File: config.mk
export PLATFORM = sky130hd
export DESIGN_NAME = csa_resolver
export DESIGN_NICKNAME = d
export VERILOG_FILES = /design/src/rtl/csa_resolver.sv
export SDC_FILE = /design/constraint.sdc
export NUM_CORES = 1
export LEC_CHECK = 0
export CORE_ASPECT_RATIO = 0.7
export CORE_MARGIN = 5
export CORE_UTILIZATION = 30
export DETAILED_ROUTE_END_ITERATION = 16
export GPL_TIMING_DRIVEN = 0
export MAX_ROUTING_LAYER = met4
export SYNTH_ARGS = -nofsm -noshare
export SYNTH_HDL_FRONTEND = slang
export SYNTH_SLANG_ARGS = --single-unit
File: constraint.sdc
create_clock -name clk -period 3.1 [get_ports clk]
set_input_delay 0.62 -clock clk [delete_from_list [all_inputs] [get_ports clk]]
set_output_delay 0.62 -clock clk [all_outputs]
set_load 0.02 [all_outputs]
File: src/rtl/csa_resolver.sv
// csa_resolver: resolves a carry-save (sum, cout) pair into a binary value.
// The addition runs CHUNK bits per cycle, least significant slice first.
// A ripple carry is held between slices.
//
// Ports:
//   clk, rst            clock; synchronous active-high reset
//   in_valid/in_ready   input handshake; the pair is sampled only on the accept edge
//   sum_in, cout_in     carry-save vectors (cout_in is already weight-aligned)
//   out_valid/out_ready output handshake; result is held while out_valid=1
//   result, carry_out   (sum_in + cout_in) mod 2^WIDTH, and bit WIDTH of that sum
//
// state | meaning
// IDLE  | waiting for a pair; in_ready=1
// ADD   | resolving slice idx; one slice per cycle
// DONE  | result presented; waiting for out_ready
module csa_resolver #(
    parameter int WIDTH = 32,
    parameter int CHUNK = 8
) (
    input  logic             clk,
    input  logic             rst,
    input  logic             in_valid,
    output logic             in_ready,
    input  logic [WIDTH-1:0] sum_in,
    input  logic [WIDTH-1:0] cout_in,
    output logic             out_valid,
    input  logic             out_ready,
    output logic [WIDTH-1:0] result,
    output logic             carry_out
);

    localparam int NCHUNK = WIDTH / CHUNK;
    // Keep idx at least one bit wide so NCHUNK=1 still elaborates.
    localparam int IDX_W = (NCHUNK > 1) ? $clog2(NCHUNK) : 1;
    localparam logic [IDX_W-1:0] LAST_IDX = IDX_W'(NCHUNK - 1);

    typedef enum logic [1:0] {
        IDLE = 2'd0,
        ADD  = 2'd1,
        DONE = 2'd2
    } state_t;

    state_t           state, state_next;
    logic [IDX_W-1:0] idx;
    logic             carry;
    logic [WIDTH-1:0] op_s, op_c;
    logic [CHUNK-1:0] slice_s, slice_c, slice_r;
    logic             slice_c_out;
    logic             accept;

    assign in_ready  = (state == IDLE);
    assign out_valid = (state == DONE);
    assign accept    = in_ready && in_valid;

    assign slice_s = op_s[idx*CHUNK +: CHUNK];
    assign slice_c = op_c[idx*CHUNK +: CHUNK];
    assign {slice_c_out, slice_r} = {1'b0, slice_s} + {1'b0, slice_c} + {{CHUNK{1'b0}}, carry};

    always_ff @(posedge clk) begin
        if (rst) begin
            state <= IDLE;
        end else begin
            state <= state_next;
        end
    end

    always_comb begin
        state_next = state;
        case (state)
            IDLE: if (in_valid) state_next = ADD;
            ADD:  if (idx == LAST_IDX) state_next = DONE;
            DONE: if (out_ready) state_next = IDLE;
            default: state_next = IDLE;
        endcase
    end

    always_ff @(posedge clk) begin
        if (rst) begin
            idx       <= '0;
            carry     <= 1'b0;
            op_s      <= '0;
            op_c      <= '0;
            result    <= '0;
            carry_out <= 1'b0;
        end else if (accept) begin
            op_s  <= sum_in;
            op_c  <= cout_in;
            idx   <= '0;
            carry <= 1'b0;
        end else if (state == ADD) begin
            result[idx*CHUNK +: CHUNK] <= slice_r;
            carry <= slice_c_out;
            if (idx == LAST_IDX) begin
                carry_out <= slice_c_out;
                idx       <= '0;
            end else begin
                idx <= idx + 1'b1;
            end
        end
    end

endmodule
; ---- Word level (Yosys, flattened, before mapping)
; Cells that the tools add are included.
[totals]
regBits = 102
elab_cells = 34
in_bits = 68
[op_classes]
mux = 6
shifts = 4
n_reduce_logical = 6
add_sub_neg = 4
bitwise_logic = 1
eq_ne = 6
[op_table]
columns = op, count
row1 = 32-bit by 6-bit indexed part select with 8-bit output, 2
row2 = 5-bit negation with 34-bit output, 1
row3 = 8-bit by 34-bit variable shift with 32-bit output (first input constant), 1
row4 = 8-bit by 34-bit indexed part select with 32-bit output, 1
row5 = 32-bit bitwise mux, 1
row6 = 8-bit by 8-bit adder with 9-bit output, 1
row7 = 9-bit by 1-bit adder with 9-bit output, 1
row8 = 2-bit two-way mux, 4
row9 = 2-bit one-hot mux with 3 select lines, 1
row10 = 3-bit AND reduction, 2
row11 = 2-bit equality test (second input constant), 2
row12 = 2-bit != test (second input constant), 2
row13 = 2-bit by 1-bit adder with 2-bit output (second input constant), 1
row14 = 2-bit by 1-bit equality test with 1-bit output (second input constant), 1
row15 = 2-bit logical NOT, 1
row16 = 2-bit by 1-bit != test with 1-bit output (second input constant), 1
row17 = 2-bit AND reduction, 1
row18 = 2-bit OR reduction, 1
row19 = 1-bit logical AND, 1
row20 = 1-bit inverter, 1

; ---- Depth between registers and ports, before layout
; Gate-level depths: netlist of the first run.
[depth]
ltp_word = 5
mapped_depth = 10

; ---- Worst setup path after synthesis of the first run
; OpenSTA, ideal clock, no wires.
[synth_path]
path_kind = reg2reg
from = register idx[0]
to = register result[14]
setup_time_ps = 134
setup_slack_ps = 75
path_stages_with_launch = 11
required_ps = 2966
arrival_time_ps = 2891
period_less_slack_ps = 3025
cell_sequence = dfxtp_1 -> buf_4 -> buf_2 -> mux4_2 -> fa_1 -> inv_1 -> fa_1 -> nand2b_1 -> a2111oi_0 -> a311oi_1 -> o21ai_0
[synth_between]
elab_chain_cells = 5
elab_cells_between_ends = 8
classes_between = 3 x add/sub / 4 x shift / 1 x mux
[synth_rtl]
columns = element, line
row1 = "start, declared", 44  ; logic [IDX_W-1:0] idx;
row2 = "start signal, assigned", 97  ; idx <= idx + 1'b1;
row3 = "32-bit by 6-bit indexed part select with 8-bit output, on equally long branches", "55, 56"
row4 = 8-bit by 8-bit adder with 9-bit output, 57  ; assign {slice_c_out, slice_r} = {1'b0, slice_s} + {1'b0, slice_c} + {{CHUNK{1'b0}}, carry};
row5 = 9-bit by 1-bit adder with 9-bit output, 57
row6 = 8-bit by 34-bit indexed part select with 32-bit output, 91  ; result[idx*CHUNK +: CHUNK] <= slice_r;
row7 = 32-bit bitwise mux *, 91
row8 = "end signal, assigned by index", 91
row9 = "end, declared", 28  ; output logic [WIDTH-1:0] result,
; Every way passes the cells marked *; elsewhere a longest branch is shown, timed or not.
; A chain may end at the register's enable or synchronous reset.

; ---- Worst setup path in the final report of the first run
[layout_path]
from = register idx[0]
to = register result[22]
; The elaborated chain is that of the path after synthesis.

==> results.ini, run 1 <==
[outcome]
status=complete, no violations

[detailed_routing]
drt_pass1_iterations=4
via_per_inst=4.98
routed_wl_um=13800
detail-route-antenna-nets=0
wl_met1_um=6360
drtIter0Drc=265
dr_wl_met3_um=914
wire_per_inst_um=16.9
wl_met2_um=6450
drc_errors=0
vias=4081
highest_layer=met4

[global_routing]
grt_antenna_before_repair=0
overflow=0
grt_use_total_pct=16.2
grt_pass1_wl_um=22000
grt_max_degree=17
grt_pass1_vias=4183

[timing]
tightestPinTransition_ns=0.599
fin_crit_sh_pct=91.6
fmax_ghz=0.352
finalHoldViolCount=0
setup_viol=0
finalCriticalPeriod_ns=2.84
finalClockSkew_ns=0.00719
drv_slew=0
slew_headroom_pct=60.0
rsz0062_at_grt=no

[layout]
fin_nets=703
fin_cells=820
drive_above_1_share_pct=9.92
diodes=0
utilization_pct=42.3
areaGrowthSynthToFinish_pct=37.3

[clocking]
cts_hold_repair.buffers=0
clkLatencyLatePin_ns=0.34
path_clk_slew_ns=0.07
cts_tree=built
h-tree-depth=3
cts_root_buffer=clkbuf_16
cts_buffer_depth=2
cts_sinks=102
cts_buffers=9

[setup_path]
required_ns=3.32
worst_setup_path_start_kind=flip-flop
critPathKind=flip-flop to flip-flop
r2r_cells=10
cp_data_arrival_time_ns=3.06
critPathMostFrequentCell=fa_1
cp_slowest_cell=mux4_2
path_cells=buf_12 > mux4_2 > fa_1 > inv_1 > fa_1 > nand2b_2 > a2111oi_4 > a311oi_4 > buf_4 > o21ai_0
slowest_delay_ns=0.56
crit_path_end_kind=flip-flop
crit_fanout=19

[die]
die_y_um=113
ioPinCount=103
die_x_um=157
die-area_um2=17800
start_util_pct=30.8
rows=37
core_area_um2=14800

[logic_synthesis]
synth_area_leaders=dfxtp_1, nand2_1, a21oi_1
synth_area_um2=4560
syn-num-nets=590
yosysMostFrequentCell=nand2_1
yosysTopAreaCellShare_pct=44.7
synth_top_flop_cell=dfxtp_1
synth_sequential_area_ratio_pct=44.7
synthArstFlopShare_pct=0
syn_avg_cell_area_um2=9.00
yosysWarnings=0
syn_inst=507
synth_area_leader_cell=dfxtp_1
synth-seq-cells=102
ys_types=45
synthTopCellsByCount=nand2_1, dfxtp_1, a21oi_1
synth-edff-count=0

[job]
drv_cap=0

[placed_design]
gp_congestion=0.866
port_buffers=102
hpwl_um=10800
dp.cells=804

[hold_path]
hp-class=flip-flop to flip-flop
whs_path_depth=2

[pwr]
cellPowerDensity_nw_per_um2=510
p_leak_nw=2.26
ir_drop_v=0.000272

-- cells by family after synthesis --
family,synth area share (%)
flip-flops,44.7
buffers and inverters,4.09
XOR/XNOR,0.384
adder cells (fa/ha/maj),4.44
multiplexers,8.12
AND/OR/NAND/NOR,21.6
AO/OA/AOI/OAI,16.6
-- cell usage in the layout, fill, tap and decap left out, types with 4 or more instances in the layout --
cell type,synthesis,routed
a21oi_1,74,73
a22oi_1,15,15
a31oi_1,4,4
buf_1,4,4
buf_2,8,7
clkbuf_1,17,15
clkbuf_16,0,9
clkdlybuf4s50_1,0,102
dfxtp_1,102,101
ha_1,13,13
inv_1,10,10
mux4_2,16,16
nand2_1,139,139
nand3_1,4,4
nand3b_1,12,12
nor2_1,20,20
o211ai_1,6,6
o21ai_0,15,15
or3b_1,4,4
-- sequential cells by signal (all words and copies together) (netlist names) --
name and flops:
op_c 32, op_s 32, state 2, carry_out 1, carry 1, result 32
idx 2
-- report_power, final --
group	switching, mW	internal [mW]	leakage, nW
Clock	0.498	0.835	0.176
Sequential	0.0344	1.36	0.833
Combinational	0.244	0.221	1.25
Total	0.776	2.42	2.26
-- worst paths after layout --
kind / from / to / slack (ns)
min reg2reg: op_s[23]$_SDFFE_PP0P_ / op_s[23]$_SDFFE_PP0P_ / 0.46
min: op_s[23]$_SDFFE_PP0P_ / op_s[23]$_SDFFE_PP0P_ / 0.46
max reg2reg: idx[0]$_SDFFE_PP0P_ / result[22]$_SDFFE_PP0P_ / 0.26
max: idx[0]$_SDFFE_PP0P_ / result[22]$_SDFFE_PP0P_ / 0.26
-- through the flow --
step | setup WS, ns | setup TNS, ns | hold slack (ns) | cell area (µm²) | power (mW)
2_1_floorplan | 0.0749 | 0 | 0.433 | 4560 | 1.67
3_3_place_gp | -0.854 | -10.81 | 0.440 | 5830 | 1.86
3_5_place_dp | -0.976 | -13.30 | 0.447 | 5830 | 1.87
4_1_cts | 0.0152 | 0 | 0.457 | 6240 | 3.22
5_1_grt | 0.109 | 0 | 0.469 | 6270 | 3.32
6_report | 0.260 | 0 | 0.456 | 6270 | 3.20
-- worst max-delay path, delay by kind of cell (launching register included) --
kind	cells	cell delay (ns)
AND/OR/NAND/NOR	1	0.18
adder cells (fa/ha/maj)	2	0.63
flip-flops	1	0.41
AO/OA/AOI/OAI	3	0.45
multiplexers	1	0.56
buffers and inverters	3	0.47
-- layer usage --
layer / vias to the layer above / GRT usage, %
li1: 1991 / -
met1: 1960 / 21.6
met2: 120 / 25.3
met3: 10 / 3.67
met4: 0 / 3.21
met5: - / -
-- cell type report --
cell class / instances / area (µm²)
Inverter: 10 / 37.5
Fill cell: 1476 / 8550
Sequential cell: 102 / 2050
Timing Repair Buffer: 104 / 1040
Clock buffer: 11 / 253
Clock inverter: 5 / 104
Multi-Input combinational cell: 363 / 2390
Buffer: 30 / 156
Tap cell: 195 / 244
-- repair_timing --
action | in CTS | in global routing
buffers inserted | 1 | 1
setup endpoints to repair | 30 | 11
pin swaps | 2 | 1
gates resized for setup | 14 | 8
hold endpoints to repair | 0 | 0
No activity file was read; power rests on OpenSTA's default activity.
==> run 2: changes to the inputs <==
CORE_MARGIN = 1   (was 5)
==> run 2 against run 1 <==
Effect of this change:
- register-to-register slack worse by 0.07 ns
- clock skew is 0.0020 ns lower
- routed wire length decreased by 5.7%
- sequential power about the same
- die area decreased by 12%
- final cell count is the same
- sequential cell count unchanged
- fmax fell by 2.4%
==> results.ini, run 2 (synthesis gave the netlist of run 1 again) <==
[global_routing]
grt_max_degree=16  ; -1
overflow=0  ; unchanged
grt_pass1_vias=3946  ; -5.7%
grt_antenna_before_repair=0  ; unchanged
grt_use_total_pct=17.8  ; +1.6 points
grt_pass1_wl_um=20600  ; -6.1%

[layout]
top_regs=op_c x32, op_s x32, result x32
utilization_pct=41.8  ; -0.45 points
fin_area_um2=6180  ; -1.4%
layout_common_cells=nand2_1, clkdlybuf4s50_1, dfxtp_1
final_common_cell=nand2_1
areaGrowthSynthToFinish_pct=35.4
diodes=0  ; unchanged
drive_above_1_share_pct=9.44  ; -0.48 points
nFillCells=1472  ; -0.27%
fin_nets=704  ; +0.14%

[setup_path]
crit_path_end_kind=flip-flop
cp_data_arrival_time_ns=3.17  ; +0.11 ns
required_ns=3.36  ; +0.04 ns
crit_fanout=10  ; -9
worst_setup_path_start_kind=flip-flop
regToRegSetupSlack_ns=0.19  ; -0.07 ns
path_cells=buf_12 > buf_8 > mux4_2 > fa_1 > a211oi_2 > o211ai_1 > a221o_1 > o21ai_0
critPathKind=flip-flop to flip-flop
slowest_delay_ns=0.56  ; about the same
cp_slowest_cell=mux4_2

[detailed_routing]
via_per_inst=4.86  ; -2.4%
drtIter0Drc=195  ; -26%
drc_errors=0  ; unchanged
wire_per_inst_um=15.9  ; -5.7%
vias=3985  ; -2.4%
routed_wl_um=13000  ; -5.7%
drt_pass1_iterations=5  ; +1
detail-route-antenna-nets=0  ; unchanged

[hold_path]
hp-class=flip-flop to flip-flop

[pwr]
ir_drop_v=0.000234  ; -14%
p_leak_nw=2.23  ; -1.5%
p_total_mw=2.95  ; -7.7%
cellPowerDensity_nw_per_um2=478  ; -6.4%

[timing]
slew_headroom_pct=61.9  ; +1.8 points
finalHoldViolCount=0  ; unchanged
setup_viol=0  ; unchanged
setup_slack_ns=0.190  ; -0.0707 ns
finalCriticalPeriod_ns=2.91  ; +0.0707 ns
fin_crit_sh_pct=93.9  ; +2.3 points
drv_slew=0  ; unchanged
rsz0062_at_grt=no
finalClockSkew_ns=0.00520  ; -0.00199 ns
tightestPinTransition_ns=0.572  ; -0.0272 ns
fmax_ghz=0.344  ; -2.4%

[clocking]
cts_buffer_depth=2  ; unchanged
cts_sinks=102  ; unchanged
clkLatencyLatePin_ns=0.34  ; about the same
cts_buffers=9  ; unchanged
cts_tree=built
path_clk_slew_ns=0.07  ; about the same
cts_root_buffer=clkbuf_16
h-tree-depth=3  ; unchanged

[die]
rows=37  ; unchanged
die-area_um2=15700  ; -12%
die_x_um=149  ; -5.1%
ioPinCount=103  ; unchanged
core_area_um2=14800  ; -0.31%
die_y_um=105  ; -7.1%
start_util_pct=30.9  ; +0.097 points

[placed_design]
pre_cts_ws_ns=-0.972  ; +0.00396 ns
port_buffers=102  ; unchanged
hpwl_um=10200  ; -6.1%
gp_congestion=0.872  ; +0.72%
postPlaceCellArea_um2=5830  ; unchanged

[outcome]
status=complete, no violations

[job]
drv_cap=0  ; unchanged

run 2: cell count changes in the layout (fill, tap and decap cells not counted), sizes merged:
| cell | delta |
|---|---|
| clkbuf | +1 |
| inv | -1 |
| bufinv | -2 |
| clkinv | +2 |
run 2: cell type report:
type	instances	area [µm²]	area share [%]
Sequential cell	102	2050	33.1
Timing Repair Buffer	104	1040	16.8
Buffer	31	171	2.77
Inverter	10	37.5	0.607
Clock buffer	11	233	3.77
Tap cell	195	244	3.95
Multi-Input combinational cell	363	2360	38.2
Clock inverter	4	48.8	0.790
run 2: routing by layer:
layer  wire [µm]  vias to the layer above  share of wire (%)  track usage [%]
met4          94                        0               0.72             3.43
met3         719                       13                5.5             3.54
li1            -                     1989                  -                -
met2        5970                      122                 46             27.2
met1        6270                     1861                 48             24.2
met5           0                        -                  0                -
run 2: worst max-delay path: cells and delay by family, from the launching register on:
kind                     cells  cell delay (ns)
adder cells (fa/ha/maj)      1             0.44
flip-flops                   1             0.41
AO/OA/AOI/OAI                4             1.07
buffers and inverters        2             0.34
multiplexers                 1             0.56
run 2: per-stage QoR:
stage	hold WS, ns	instances	setup TNS (ns)
finish	0.454	820	0
global route	0.475	820	0
CTS	0.454	820	0
detailed placement	0.445	804	-14.15
global placement	0.441	804	-10.45
floorplan	0.433	507	0
run 2: path summary, 6_finish.rpt:
path | start | endpoint | depth (start not counted)
worst max-delay path | idx[0]$_SDFFE_PP0P_ | result[23]$_SDFFE_PP0P_ | 8
worst min-delay path | op_s[24]$_SDFFE_PP0P_ | op_s[24]$_SDFFE_PP0P_ | 2
worst max register to register | idx[0]$_SDFFE_PP0P_ | result[23]$_SDFFE_PP0P_ | 8
worst min register to register | op_s[24]$_SDFFE_PP0P_ | op_s[24]$_SDFFE_PP0P_ | 2
run 2: power by group:
part           internal (mW)  switching, mW
registers               1.36         0.0335
clock network          0.621          0.476
logic                  0.219          0.237
run 2: what timing repair did:
item,in CTS,in global routing
setup buffers,1,1
gates cloned,0,0
hold endpoints to repair,0,0
gates resized for setup,14,6
pin swaps,1,1
hold buffers,0,0
setup endpoints to repair,30,19
